`config.mk`:
```
export PLATFORM = sky130hd
export DESIGN_NAME = mem_wb_stage
export DESIGN_NICKNAME = d
export VERILOG_FILES = /design/src/rtl/mem_wb_stage.sv
export SDC_FILE = /design/constraint.sdc
export NUM_CORES = 1
export LEC_CHECK = 0
export ABC_AREA = 1
export ABC_CLOCK_PERIOD_IN_PS = 1200
export BUFFER_PORTS_ARGS = -buffer_cell sky130_fd_sc_hd__clkbuf_2
export CORE_ASPECT_RATIO = 1.2
export CORE_MARGIN = 1
export CORE_UTILIZATION = 44
export DETAILED_ROUTE_END_ITERATION = 12
export MAX_ROUTING_LAYER = met4
export PLACE_DENSITY = 0.77
export SYNTH_ARGS = -nofsm -noshare
export SYNTH_HDL_FRONTEND = slang
export SYNTH_SLANG_ARGS = --single-unit
```
`constraint.sdc`:
```
create_clock -name clock -period 1.2 [get_ports clock]
set_input_delay 0.18 -clock clock [delete_from_list [all_inputs] [get_ports clock]]
set_output_delay 0.18 -clock clock [all_outputs]
set_load 0.05 [all_outputs]
```
`src/rtl/mem_wb_stage.sv`:
```
// Memory-access stage and MEM/WB register: word loads/stores over a req/ack
// data port, upstream stall while an access is outstanding, timeout abort.
module mem_wb_stage #(
  parameter int TIMEOUT = 16
) (
  input  logic        clock,
  input  logic        reset,
  input  logic        valid_in,
  input  logic [31:0] alu_result,
  input  logic [31:0] store_data,
  input  logic        mem_read,
  input  logic        mem_write,
  input  logic        reg_write,
  input  logic [4:0]  rd,
  output logic        stall,
  output logic        dmem_req,
  output logic        dmem_we,
  output logic [31:0] dmem_addr,
  output logic [31:0] dmem_wdata,
  input  logic [31:0] dmem_rdata,
  input  logic        dmem_ack,
  output logic        wb_valid,
  output logic        wb_reg_write,
  output logic [4:0]  wb_rd,
  output logic [31:0] wb_data,
  output logic        bus_error
);

  typedef enum logic {IDLE, ACCESS} state_e;

  localparam logic [7:0] CNT_LAST = 8'(TIMEOUT - 1);

  state_e      state_q, state_d;
  logic [7:0]  cnt_q, cnt_d;
  logic        req_q, req_d, we_q, we_d;
  logic [31:0] addr_q, addr_d, wdata_q, wdata_d;
  logic        rw_lat_q, rw_lat_d;
  logic [4:0]  rd_lat_q, rd_lat_d;
  logic        wbv_q, wbv_d, wbrw_q, wbrw_d, berr_q, berr_d;
  logic [4:0]  wbrd_q, wbrd_d;
  logic [31:0] wbdata_q, wbdata_d;

  logic mem_op, misal;
  assign mem_op = mem_read | mem_write;
  assign misal  = |alu_result[1:0];

  always_comb begin
    state_d  = state_q;
    cnt_d    = cnt_q;
    req_d    = req_q;
    we_d     = we_q;
    addr_d   = addr_q;
    wdata_d  = wdata_q;
    rw_lat_d = rw_lat_q;
    rd_lat_d = rd_lat_q;
    wbv_d    = wbv_q;
    wbrw_d   = wbrw_q;
    wbrd_d   = wbrd_q;
    wbdata_d = wbdata_q;
    berr_d   = 1'b0;
    stall    = 1'b0;
    case (state_q)
      IDLE: begin
        if (!valid_in) begin
          wbv_d  = 1'b0;
          wbrw_d = 1'b0;
        end else if (!mem_op) begin
          wbv_d    = 1'b1;
          wbrw_d   = reg_write;
          wbrd_d   = rd;
          wbdata_d = alu_result;
        end else if (misal) begin
          // Misaligned access retires immediately as an error, no bus cycle.
          wbv_d  = 1'b1;
          wbrw_d = 1'b0;
          berr_d = 1'b1;
        end else begin
          stall    = 1'b1;
          state_d  = ACCESS;
          req_d    = 1'b1;
          we_d     = mem_write & ~mem_read;
          addr_d   = alu_result;
          wdata_d  = store_data;
          rd_lat_d = rd;
          rw_lat_d = reg_write;
          cnt_d    = '0;
          wbv_d    = 1'b0;
          wbrw_d   = 1'b0;
        end
      end
      ACCESS: begin
        if (dmem_ack) begin
          state_d = IDLE;
          req_d   = 1'b0;
          wbv_d   = 1'b1;
          wbrd_d  = rd_lat_q;
          if (we_q) begin
            wbrw_d   = 1'b0;
            wbdata_d = addr_q;
          end else begin
            wbrw_d   = rw_lat_q;
            wbdata_d = dmem_rdata;
          end
        end else if (cnt_q == CNT_LAST) begin
          state_d = IDLE;
          req_d   = 1'b0;
          wbv_d   = 1'b1;
          wbrw_d  = 1'b0;
          berr_d  = 1'b1;
        end else begin
          stall = 1'b1;
          cnt_d = cnt_q + 8'd1;
        end
      end
      default: state_d = IDLE;
    endcase
  end

  always_ff @(posedge clock) begin
    if (reset) begin
      state_q  <= IDLE;
      cnt_q    <= '0;
      req_q    <= 1'b0;
      we_q     <= 1'b0;
      addr_q   <= '0;
      wdata_q  <= '0;
      rw_lat_q <= 1'b0;
      rd_lat_q <= '0;
      wbv_q    <= 1'b0;
      wbrw_q   <= 1'b0;
      wbrd_q   <= '0;
      wbdata_q <= '0;
      berr_q   <= 1'b0;
    end else begin
      state_q  <= state_d;
      cnt_q    <= cnt_d;
      req_q    <= req_d;
      we_q     <= we_d;
      addr_q   <= addr_d;
      wdata_q  <= wdata_d;
      rw_lat_q <= rw_lat_d;
      rd_lat_q <= rd_lat_d;
      wbv_q    <= wbv_d;
      wbrw_q   <= wbrw_d;
      wbrd_q   <= wbrd_d;
      wbdata_q <= wbdata_d;
      berr_q   <= berr_d;
    end
  end

  assign dmem_req     = req_q;
  assign dmem_we      = we_q;
  assign dmem_addr    = addr_q;
  assign dmem_wdata   = wdata_q;
  assign wb_valid     = wbv_q;
  assign wb_reg_write = wbrw_q;
  assign wb_rd        = wbrd_q;
  assign wb_data      = wbdata_q;
  assign bus_error    = berr_q;

endmodule

```
==> out/metrics.cfg, run 1 <==
[yosys]
ys_seq_area_share_pct=45.9
async_reset_ff_share_pct=0
ys.flop_type=dfxtp_1
yosysTopAreaCell=dfxtp_1
synth-seq-cells=121
synthTopCellsByArea=dfxtp_1 46%, nand2_1 19%, a21oi_1 8.7%
ys_types=31
syn_avg_cell_area_sq_um=7.10
synthCells=744
yosys_warnings=0
synthesis.area_sq_mm=0.00528
synth_most_common_cell=nand2_1
syn-num-nets=853
synth_common_cells=269 x nand2_1, 121 x dfxtp_1, 92 x a21oi_1, 62 x nor2_1, 60 x o21ai_0
yosysTopAreaCellShare_pct=45.9
synth_edf_count=0

[clock_tree]
numCtsBuffers=17
clkSinkCount=121
clockRootBuffer=clkbuf_16
clockBufferDepth=2
htree_levels=4

[placement]
dpl_cell_area_sq_mm=0.00684
pre_cts_ws_ps=-288
routabilityCongestion=0.894
hpwlAfterDp_um=11100
port-buffer-count=214

[floorplanning]
io_pins=215
start_util_pct=45.4
die_w_um=102
fp-row-count=43
die_y_um=122

[global_route]
grtUsageTotal_pct=75.4
overflow=12
grt_antenna_before_repair=3
grt_max_degree=65

[sta]
crit_endpoint=stall
worst_path_end_type=primary output

[status]
lastStage=5_1_grt
tool.error=[ERROR GRT-0232] Routing congestion too high. Check the congestion heatmap in the GUI.
status=aborted with a tool error

[stage by stage]
stage	utilization (%)	hold slack [ps]	std cells
after CTS	88.0	0.735	1233
after detailed placement	58.8	417	1113
after global placement	58.8	411	1113
after floorplan	-	316	744
[cells by family after synthesis]
kind of cell | after synthesis | share of synthesized area [%]
adder cells (fa/ha/maj) | 1 | 0.237
buffers and inverters | 71 | 7.06
flip-flops | 121 | 45.9
AND/OR/NAND/NOR | 366 | 27.8
AO/OA/AOI/OAI | 185 | 19.0
[per-layer routing]
metal	GRT overflow	track usage, %
met1	0	72.3
met2	6	88.9
met3	1	61.9
met4	5	75.6
met5	-	-
[what timing repair did]
action                     in CTS
hold endpoints to repair       32
hold buffers                   32
setup buffers                  35
cloned                         24
pin swaps                      92
setup endpoints to repair     223
resized for setup             472
==> run 2: changes to the inputs <==
==> config.mk (replaced) <==
export PLATFORM = sky130hd
export DESIGN_NAME = mem_wb_stage
export DESIGN_NICKNAME = d
export VERILOG_FILES = /design/src/rtl/mem_wb_stage.sv
export SDC_FILE = /design/constraint.sdc
export NUM_CORES = 1
export LEC_CHECK = 0
export ABC_AREA = 1
export ABC_CLOCK_PERIOD_IN_PS = 1600
export BUFFER_PORTS_ARGS = -buffer_cell sky130_fd_sc_hd__clkbuf_2
export CORE_MARGIN = 1
export CORE_UTILIZATION = 40
export DETAILED_ROUTE_END_ITERATION = 12
export PLACE_DENSITY_LB_ADDON = 0.15
export SYNTH_ARGS = -nofsm -noshare
export SYNTH_HDL_FRONTEND = slang
export SYNTH_SLANG_ARGS = --single-unit
==> constraint.sdc (replaced) <==
create_clock -name clock -period 1.6 [get_ports clock]
set_input_delay 0.24 -clock clock [delete_from_list [all_inputs] [get_ports clock]]
set_output_delay 0.24 -clock clock [all_outputs]
set_load 0.05 [all_outputs]
==> run 2 against run 1 <==
Compared with the run above: the flow now finishes, with violations (negative setup slack); synthesized area is the same; synthesized cell count is the same.
==> out/metrics.cfg, run 2 <==
[sta]
setup_ws_ps=-67.3
setup_tns_ps=-67.3
min_period_ps=1670
hold_viol=0
hold_slack_ps=53.2
min_period_over_period_pct=104
relSlewSlack_pct=63.6
setup_viol_count_final=1
rsz0062_at_grt=yes
max_slew.worst_pin.slew_ps=547
slew_viol_final=0
fmax_mhz=600
fin_worst_skew_ps=6.93

[worst_hold_path]
hp-class=in2reg
min-delay-start=store_data[3]

[clock_tree]
clockBufferDepth=2  ; unchanged
path_clk_slew_ps=50
htree_levels=4  ; unchanged
cts_tree=built
postCtsHoldBufs=0  ; was 32
clock_latency_ps=410
clkSinkCount=121  ; unchanged
clockRootBuffer=clkbuf_16  ; unchanged
numCtsBuffers=17  ; unchanged

[floorplanning]
die_y_um=117  ; was 122 um
core_sq_mm=0.0127
fp-row-count=41  ; was 43
die_area_sq_mm=0.0137
io_pins=215  ; unchanged
start_util_pct=41.5  ; was 45.4%
die_w_um=117  ; was 102 um

[detailed_routing]
via_per_inst=4.81
wl_per_cell_um=13.6
via_count=5473
drtIter0Drc=282
drc_errors=0
dr.pass1.iters=5
drtAntennaViolNets=0
wl_um=15500

[global_route]
grt_max_degree=107
grt_pass1_wl_um=24200
grtUsageTotal_pct=23.1
overflow=0
grt_antenna_before_repair=0
grt_pass1_vias=5080

[yosys]
ys.flop_type=dfxtp_1  ; unchanged
synth_common_cells=269 x nand2_1, 121 x dfxtp_1, 92 x a21oi_1, 62 x nor2_1, 60 x o21ai_0  ; unchanged
yosys_warnings=0  ; unchanged
synthesis.area_sq_mm=0.00528  ; unchanged
synthCells=744  ; unchanged
ys_types=31  ; unchanged
yosysTopAreaCellShare_pct=45.9  ; unchanged
synthTopCellsByArea=dfxtp_1 46%, nand2_1 19%, a21oi_1 8.7%  ; unchanged
ys_seq_area_share_pct=45.9  ; unchanged
synth_most_common_cell=nand2_1  ; unchanged
syn-num-nets=853  ; unchanged
yosysTopAreaCell=dfxtp_1  ; unchanged
async_reset_ff_share_pct=0  ; unchanged
syn_avg_cell_area_sq_um=7.10  ; unchanged
synth-seq-cells=121  ; unchanged
synth_edf_count=0  ; unchanged

[worst_setup_path]
timing.rr.start=state_q
path_class=reg2out
r2r_setup_slack_ps=120
path_cells=ha_4 > nand3_4 > o21bai_4 > nand2_2 > buf_8
cp_slowest_cell=dfxtp_4
cp-start-kind=flop
critical_path.max_fanout=4
worst-endpoint-required_ps=1360
cp-end-kind=output port
arrival_ps=1430
timing.critical_path.from=cnt_q[0]
max_stage_delay_ps=370

[run]
cap_violations=0

[cells_and_area]
post-route-cell-area_sq_mm=0.00721
diodes=0
layout.nets=1062
area_growth_pct=36.6
fillCellCount=1292
drive_gt1_share_pct=32.8
final_core_util_pct=56.7
final_cell_mix=267 x nand2_1, 211 x clkbuf_2, 113 x dfxtp_1
final_common_cell=nand2_1
fin_cells=1138

[pwr]
powerDensity_mw_per_mm2=1120
switching_share_pct=26.0
leakage_nw=3.29
pwr-share-comb_pct=13.2
clkPwrFrac_pct=47.6
internal_power_mw=5.99
power_mw=8.09
p_switching_mw=2.10
pwr-share-seq_pct=39.2
vdd_ir_drop_max_mv=0.743

[status]
violations=negative setup slack
status=complete, but fails checks  ; was aborted with a tool error

[placement]
routabilityCongestion=0.833  ; was 0.894
dpl_cell_area_sq_mm=0.00646  ; was 0.00684 sq mm
dp.cells=1097  ; was 1113
pre_cts_ws_ps=-35.8  ; was -288 ps
port-buffer-count=214  ; unchanged
hpwlAfterDp_um=10100  ; was 11100 um

==> run 2: cells by family after synthesis <==
| kind of cell | count (synthesis) | synth area share [%] |
|---|---|---|
| fa+ha+maj | 1 | 0.237 |
| compound gates | 185 | 19.0 |
| flops | 121 | 45.9 |
| buf+inv | 71 | 7.06 |
| simple gates | 366 | 27.8 |
==> run 2: path summary, 6_finish.rpt <==
| path | endpoint | cells after the start |
|---|---|---|
| worst max register to register | cnt_q[6] | 7 |
| worst max-delay path | stall | 5 |
| worst min-delay path | dmem_wdata[3] | 3 |
| worst min register to register | wb_data[14] | 2 |
==> run 2: layer usage <==
metal,part of all wire [%],up-vias,global-route usage (%)
met5,0,-,0
met4,2.2,0,8.95
met3,5.6,23,7.62
met2,48,158,39.1
met1,44,2469,27.3
li1,-,2823,-
==> run 2: layout make-up <==
cell class	count	area [sq um]	area share, %
repair buffers	240	1350	18.7
well taps	172	215	2.98
clock buffers	23	478	6.63
flip-flops and latches	121	2440	33.8
multi-input cells	552	2520	35.0
inverters	21	85.1	1.18
clock inverters	9	120	1.67
==> run 2: power by group through the flow <==
stage | Sequential (mW) | Clock (mW) | Combinational [mW]
2_1_floorplan | 3.56 | 0 | 0.387
5_1_grt | 3.18 | 4.08 | 1.16
3_3_place_gp | 3.24 | 0 | 1.05
6_report | 3.17 | 3.85 | 1.07
3_5_place_dp | 3.24 | 0 | 1.05
4_1_cts | 3.17 | 3.93 | 1.07
==> run 2: what timing repair did <==
item | CTS | global route
setup endpoints to repair | 14 | 37
gates cloned | 0 | 0
gates resized for setup | 21 | 7
buffers inserted | 7 | 2
pin swaps | 6 | 2
==> run 2: critical path, delay by kind of cell (launching register included) <==
kind | cells | cell delay [ps]
flip-flops | 1 | 370
AND/OR/NAND/NOR | 2 | 180
AO/OA/AOI/OAI | 1 | 170
buffers and inverters | 1 | 160
adder cells (fa/ha/maj) | 1 | 140
No activity file was read; power rests on OpenSTA's default activity.
==> run 3: changes to the inputs <==
--- a/config.mk
+++ b/config.mk
@@ -6,7 +6,7 @@
 export NUM_CORES = 1
 export LEC_CHECK = 0
 export ABC_AREA = 1
-export ABC_CLOCK_PERIOD_IN_PS = 1600
+export ABC_CLOCK_PERIOD_IN_PS = 1500
 export BUFFER_PORTS_ARGS = -buffer_cell sky130_fd_sc_hd__clkbuf_2
 export CORE_MARGIN = 1
 export CORE_UTILIZATION = 40
==> constraint.sdc (replaced) <==
create_clock -name clock -period 1.5 [get_ports clock]
set_input_delay 0.225 -clock clock [delete_from_list [all_inputs] [get_ports clock]]
set_output_delay 0.225 -clock clock [all_outputs]
set_load 0.05 [all_outputs]
==> run 3 against run 2 <==
Compared with the run above: the run still ends with negative setup slack left; clock-buffer cell count up 2; highest routed layer unchanged; utilization up 1.2 points; worst hold slack got worse by 22 ps; register-to-register slack lost 40 ps.
==> out/metrics.cfg, run 3 (synthesis gave the netlist of run 2 again) <==
[global_route]
grt_max_degree=107  ; unchanged
grt_antenna_before_repair=0  ; unchanged
overflow=0  ; unchanged
grt_pass1_wl_um=24500  ; was 24200 um
grt_pass1_vias=5109  ; was 5080
grtUsageTotal_pct=23.5  ; was 23.1%

[placement]
port-buffer-count=214  ; unchanged
hpwlAfterDp_um=10400  ; was 10100 um
dpl_cell_area_sq_mm=0.00658  ; was 0.00646 sq mm
routabilityCongestion=0.800  ; was 0.833

[sta]
hold_viol=0  ; unchanged
min_period_over_period_pct=108
hold_slack_ps=31.5  ; was 53.2 ps
slew_viol_final=0  ; unchanged
min_period_ps=1610
setup_viol_count_final=1  ; unchanged
rsz0062_at_grt=yes  ; unchanged
max_slew.worst_pin.slew_ps=551  ; was 547 ps
setup_ws_ps=-114  ; was -67.3 ps
fmax_mhz=619
relSlewSlack_pct=63.2  ; was 63.6%
fin_worst_skew_ps=5.92  ; was 6.93 ps

[worst_setup_path]
timing.rr.start=state_q  ; unchanged
max_stage_delay_ps=350  ; was 370 ps
r2r_cells=7  ; unchanged
path_cells=ha_4 > nand3_4 > o21bai_4 > nand2_2 > buf_8  ; unchanged
cp-start-kind=flop  ; unchanged
cp-end-kind=output port  ; unchanged
path_buf_inv=1  ; unchanged
r2r_setup_slack_ps=80  ; was 120 ps
worst-endpoint-required_ps=1270  ; was 1360 ps
critical_path.max_fanout=3  ; was 4
arrival_ps=1390  ; was 1430 ps
timing.rr.end=wb_data[1]  ; was cnt_q[6]
critPathTopFamily=flip-flops  ; unchanged
path_class=reg2out  ; unchanged
cp_slowest_cell=dfxtp_2  ; was dfxtp_4

[pwr]
pwr-share-comb_pct=12.7  ; was 13.2%
switching_share_pct=24.9  ; was 26.0%
pwr-share-seq_pct=37.1  ; was 39.2%
powerDensity_mw_per_mm2=1240  ; was 1120 mW/mm^2
internal_power_mw=6.85  ; was 5.99 mW
p_switching_mw=2.27  ; was 2.10 mW
vdd_ir_drop_max_mv=0.618  ; was 0.743 mV
leakage_nw=3.36  ; was 3.29 nW
clkPwrFrac_pct=50.1  ; was 47.6%

[clock_tree]
clkSinkCount=121  ; unchanged
clockBufferDepth=2  ; unchanged
path_clk_slew_ps=60  ; was 50 ps
clockRootBuffer=clkbuf_16  ; unchanged
clock_latency_ps=420  ; was 410 ps
htree_levels=4  ; unchanged
postCtsHoldBufs=0  ; unchanged
numCtsBuffers=17  ; unchanged
cts_tree=built  ; unchanged

[cells_and_area]
final_cell_mix=266 x nand2_1, 211 x clkbuf_2, 114 x dfxtp_1  ; was 267 x nand2_1, 211 x clkbuf_2, 113 x dfxtp_1
post-route-cell-area_sq_mm=0.00737  ; was 0.00721 sq mm
area_growth_pct=39.5  ; was 36.6%
diodes=0  ; unchanged
multi_input_area_sq_mm=0.00253  ; was 0.00252 sq mm
fillCellCount=1259  ; was 1292
seq_area_sq_mm=0.00243  ; was 0.00244 sq mm
drive_gt1_share_pct=33.2  ; was 32.8%
layout.nets=1067  ; was 1062
final_common_cell=nand2_1  ; unchanged

[status]
violations=negative setup slack  ; unchanged
status=complete, but fails checks  ; unchanged

[floorplanning]
die_y_um=117  ; unchanged
die_w_um=117  ; unchanged
io_pins=215  ; unchanged
die_area_sq_mm=0.0137  ; unchanged
core_sq_mm=0.0127  ; unchanged
fp-row-count=41  ; unchanged
start_util_pct=41.5  ; unchanged

[worst_hold_path]
whs_endpoint=dmem_wdata[30]  ; was dmem_wdata[3]
min_path_cells=3  ; unchanged
hp-class=in2reg  ; unchanged
min-delay-start=store_data[30]  ; was store_data[3]

[detailed_routing]
drc_errors=0  ; unchanged
wl_per_cell_um=13.7  ; was 13.6 um
drtAntennaViolNets=0  ; unchanged
drtIter0Drc=289  ; was 282
via_per_inst=4.83  ; was 4.81
via_count=5524  ; was 5473
dr.pass1.iters=4  ; was 5
wl_um=15600  ; was 15500 um

[run]
cap_violations=0  ; unchanged

-- run 3: cell types whose count changed in the layout (fill, tap and decap cells not counted), moves of 2 or more --
cell and delta:
dfxtp_4 -2, clkbuf_8 +3, bufinv_16 +2, inv_4 -2, buf_12 +4, buf_4 +2, clkinv_2 -4
-- run 3: final cells by class --
type,instances,area share [%]
clock buffer,25,6.86
tap,172,2.92
sequential,121,33.0
multi-input combinational,552,34.3
inverter,21,1.15
clock inverter,7,2.17
timing repair buffer,245,19.5
-- run 3: worst max path at each step --
stage          slack [ps]  cells past startpoint          end     start
6_report             -110                      5        stall  cnt_q[1]
5_1_grt              -180                      5        stall  cnt_q[1]
4_1_cts              -140                      5        stall  cnt_q[1]
3_5_place_dp           50                      7  wb_data[22]   state_q
3_3_place_gp          120                      7     cnt_q[7]  cnt_q[0]
2_1_floorplan          10                      6     cnt_q[4]  cnt_q[0]
-- run 3: through the flow --
step,std cells,power (mW),util (%),setup slack [ps],setup TNS (ps)
finish,1143,9.12,57.9,-114,-114
global route,1143,9.46,57.9,-178,-183
CTS,1142,9.19,57.7,-138,-138
detailed placement,1106,4.60,51.7,49.9,0
global placement,1106,4.60,51.7,117,0
floorplan,744,4.21,-,14.3,0
-- run 3: power groups by stage --
stage	logic [mW]	clock network, mW	registers (mW)
6_report	1.16	4.57	3.39
5_1_grt	1.26	4.80	3.40
4_1_cts	1.16	4.65	3.39
3_5_place_dp	1.15	0	3.45
3_3_place_gp	1.14	0	3.45
2_1_floorplan	0.413	0	3.80
-- run 3: what timing repair did --
action	in CTS	in global routing
resized for setup	21	6
buffers inserted	4	1
setup endpoints to repair	2	26
pin swaps	4	0
-- run 3: tightest hold or removal path, cell delays in order --
cell and delay (ps):
clkbuf_2 80, nand2_1 50, a21oi_1 50
-- run 3: metal layers --
layer / up-vias / track usage (%) / share of wire (%)
met5: - / 0 / 0
met3: 21 / 7.05 / 7.9
li1: 2835 / - / -
met1: 2474 / 28.5 / 43
met4: 0 / 9.45 / 1.5
met2: 194 / 39.2 / 48
==> run 4: changes to the inputs <==
--- a/config.mk
+++ b/config.mk
@@ -8,6 +8,7 @@
 export ABC_AREA = 1
 export ABC_CLOCK_PERIOD_IN_PS = 1500
 export BUFFER_PORTS_ARGS = -buffer_cell sky130_fd_sc_hd__clkbuf_2
+export CORE_ASPECT_RATIO = 1.75
 export CORE_MARGIN = 1
 export CORE_UTILIZATION = 40
 export DETAILED_ROUTE_END_ITERATION = 12
==> run 4 against run 3 <==
Compared with the run above: wire length increased by 4.3%; total power fell by 7.8%; combinational power about the same; critical path depth unchanged; clock skew rose by 3.5 ps; non-clock buffer count down 2; clock-buffer cell count is 6 lower; the run still ends with negative setup slack left; final cell count decreased by 0.52%; setup slack got worse by 39 ps; sequential power about the same.
==> out/metrics.cfg, run 4 (synthesis gave the netlist of run 2 again) <==
[placement]
dpl_cell_area_sq_mm=0.00660  ; was 0.00658 sq mm
port-buffer-count=214  ; unchanged
hpwlAfterDp_um=11300  ; was 10400 um
routabilityCongestion=0.820  ; was 0.800
pre_cts_ws_ps=85.0  ; was 49.9 ps

[detailed_routing]
wl_per_cell_um=14.3  ; was 13.7 um
drtAntennaViolNets=0  ; unchanged
wl_um=16300  ; was 15600 um
wl_met1_um=6310  ; was 6680 um
dr.pass1.iters=4  ; unchanged
via_per_inst=4.89  ; was 4.83
via_count=5561  ; was 5524
dr_wl_met2_um=8550  ; was 7460 um
drc_errors=0  ; unchanged
drtIter0Drc=258  ; was 289
dr.max_layer_used=met4  ; unchanged
wl_met3_um=899  ; was 1240 um

[worst_setup_path]
path_cells=ha_4 > nand3_4 > o21bai_4 > nand2_4 > clkbuf_16  ; was ha_4 > nand3_4 > o21bai_4 > nand2_2 > buf_8
crit_cells=5  ; unchanged
path_class=reg2out  ; unchanged
cp-end-kind=output port  ; unchanged
critPathTopFamily=flip-flops  ; unchanged
cp_slowest_cell=dfxtp_2  ; unchanged
cp-start-kind=flop  ; unchanged
max_stage_delay_ps=350  ; about the same
worst-endpoint-required_ps=1270  ; about the same
path_buf_inv=1  ; unchanged
critical_path.max_fanout=2  ; was 3
arrival_ps=1430  ; was 1390 ps
r2r_cells=9  ; was 7

[floorplanning]
die_area_sq_mm=0.0137  ; about the same
io_pins=215  ; unchanged
start_util_pct=41.0  ; was 41.5%
die_w_um=88.9  ; was 117 um
die_y_um=154  ; was 117 um
core_sq_mm=0.0129  ; was 0.0127 sq mm
fp-row-count=55  ; was 41

[sta]
setup_ws_ps=-153  ; was -114 ps
rsz0062_at_grt=yes  ; unchanged
fmax_mhz=605  ; was 619 MHz
hold_slack_ps=41.7  ; was 31.5 ps
hold_viol=0  ; unchanged
relSlewSlack_pct=71.1  ; was 63.2%
fin_worst_skew_ps=9.38  ; was 5.92 ps
min_period_over_period_pct=110  ; was 108%
setup_viol_count_final=1  ; unchanged
setup_tns_ps=-153  ; was -114 ps
min_period_ps=1650  ; was 1610 ps
slew_viol_final=0  ; unchanged
max_slew.worst_pin.slew_ps=433  ; was 551 ps

[cells_and_area]
post-route-cell-area_sq_mm=0.00726  ; was 0.00737 sq mm
diodes=0  ; unchanged
drive_gt1_share_pct=33.0  ; was 33.2%
area_growth_pct=37.4  ; was 39.5%
final_common_cell=nand2_1  ; unchanged
layout.nets=1065  ; was 1067
final_cell_mix=266 x nand2_1, 211 x clkbuf_2, 116 x dfxtp_1  ; was 266 x nand2_1, 211 x clkbuf_2, 114 x dfxtp_1

[worst_hold_path]
min_path_cells=3  ; unchanged
hp-class=in2reg  ; unchanged

[clock_tree]
numCtsBuffers=17  ; unchanged
clkSinkCount=121  ; unchanged
clockBufferDepth=2  ; unchanged
clockRootBuffer=clkbuf_16  ; unchanged
path_clk_slew_ps=50  ; was 60 ps
htree_levels=4  ; unchanged
clock_latency_ps=410  ; was 420 ps
cts_tree=built  ; unchanged

[status]
status=complete, but fails checks  ; unchanged
violations=negative setup slack  ; unchanged

[global_route]
grt_pass1_wl_um=25200  ; was 24500 um
grt_max_degree=57  ; was 107
grt_pass1_vias=5200  ; was 5109
grt_antenna_before_repair=0  ; unchanged
grtUsageTotal_pct=24.1  ; was 23.5%
overflow=0  ; unchanged

[pwr]
power_mw=8.41  ; was 9.12 mW
vdd_ir_drop_max_mv=0.746  ; was 0.618 mV
leakage_nw=3.31  ; was 3.36 nW
powerDensity_mw_per_mm2=1160  ; was 1240 mW/mm^2

[run]
cap_violations=0  ; unchanged

-- run 4: report_power, final --
part           total (mW)  switching [mW]  internal (mW)
clock network        3.86            1.38           2.48
registers            3.39          0.0625           3.33
logic                1.17           0.805          0.361
-- run 4: stage by stage --
stage / utilization [%] / cells
6_report: 56.4 / 1137
5_1_grt: 56.4 / 1137
4_1_cts: 56.3 / 1136
3_5_place_dp: 51.3 / 1105
3_3_place_gp: 51.3 / 1105
2_1_floorplan: - / 744
-- run 4: worst min-delay path, delay by kind of cell --
kind / cells / cell delay, ps
buf+inv: 1 / 80
simple gates: 1 / 50
compound gates: 1 / 50
-- run 4: timing repair --
action                                  CTS  global route
endpoints found under the hold margin     0             0
buffers inserted                          2             1
resized for setup                        16             4
hold buffers                              0             0
pin swaps                                 5             1
endpoints found under the setup margin    1             4
-- run 4: final timing paths --
| path | from | end | slack (ps) |
|---|---|---|---|
| worst min-delay path | store_data[21] | dmem_wdata[21] | 40 |
| worst min register to register | wb_data[14] | wb_data[14] | 460 |
| worst max-delay path | cnt_q[1] | stall | -150 |
| worst max register to register | cnt_q[1] | cnt_q[5] | 120 |
-- run 4: routing by layer --
layer,vias to the layer above,global-route usage (%)
met3,37,5.90
met4,0,11.4
met5,-,0
met2,197,43.8
met1,2500,25.0
li1,2827,-
-- run 4: final cells by class --
class | count | area (sq um)
Inverter | 21 | 82.6
Timing Repair Buffer | 243 | 1440
Multi-Input combinational cell | 552 | 2530
Clock inverter | 10 | 104
Tap cell | 171 | 214
Clock buffer | 19 | 453
Sequential cell | 121 | 2430
Fill cell | 1301 | 5610
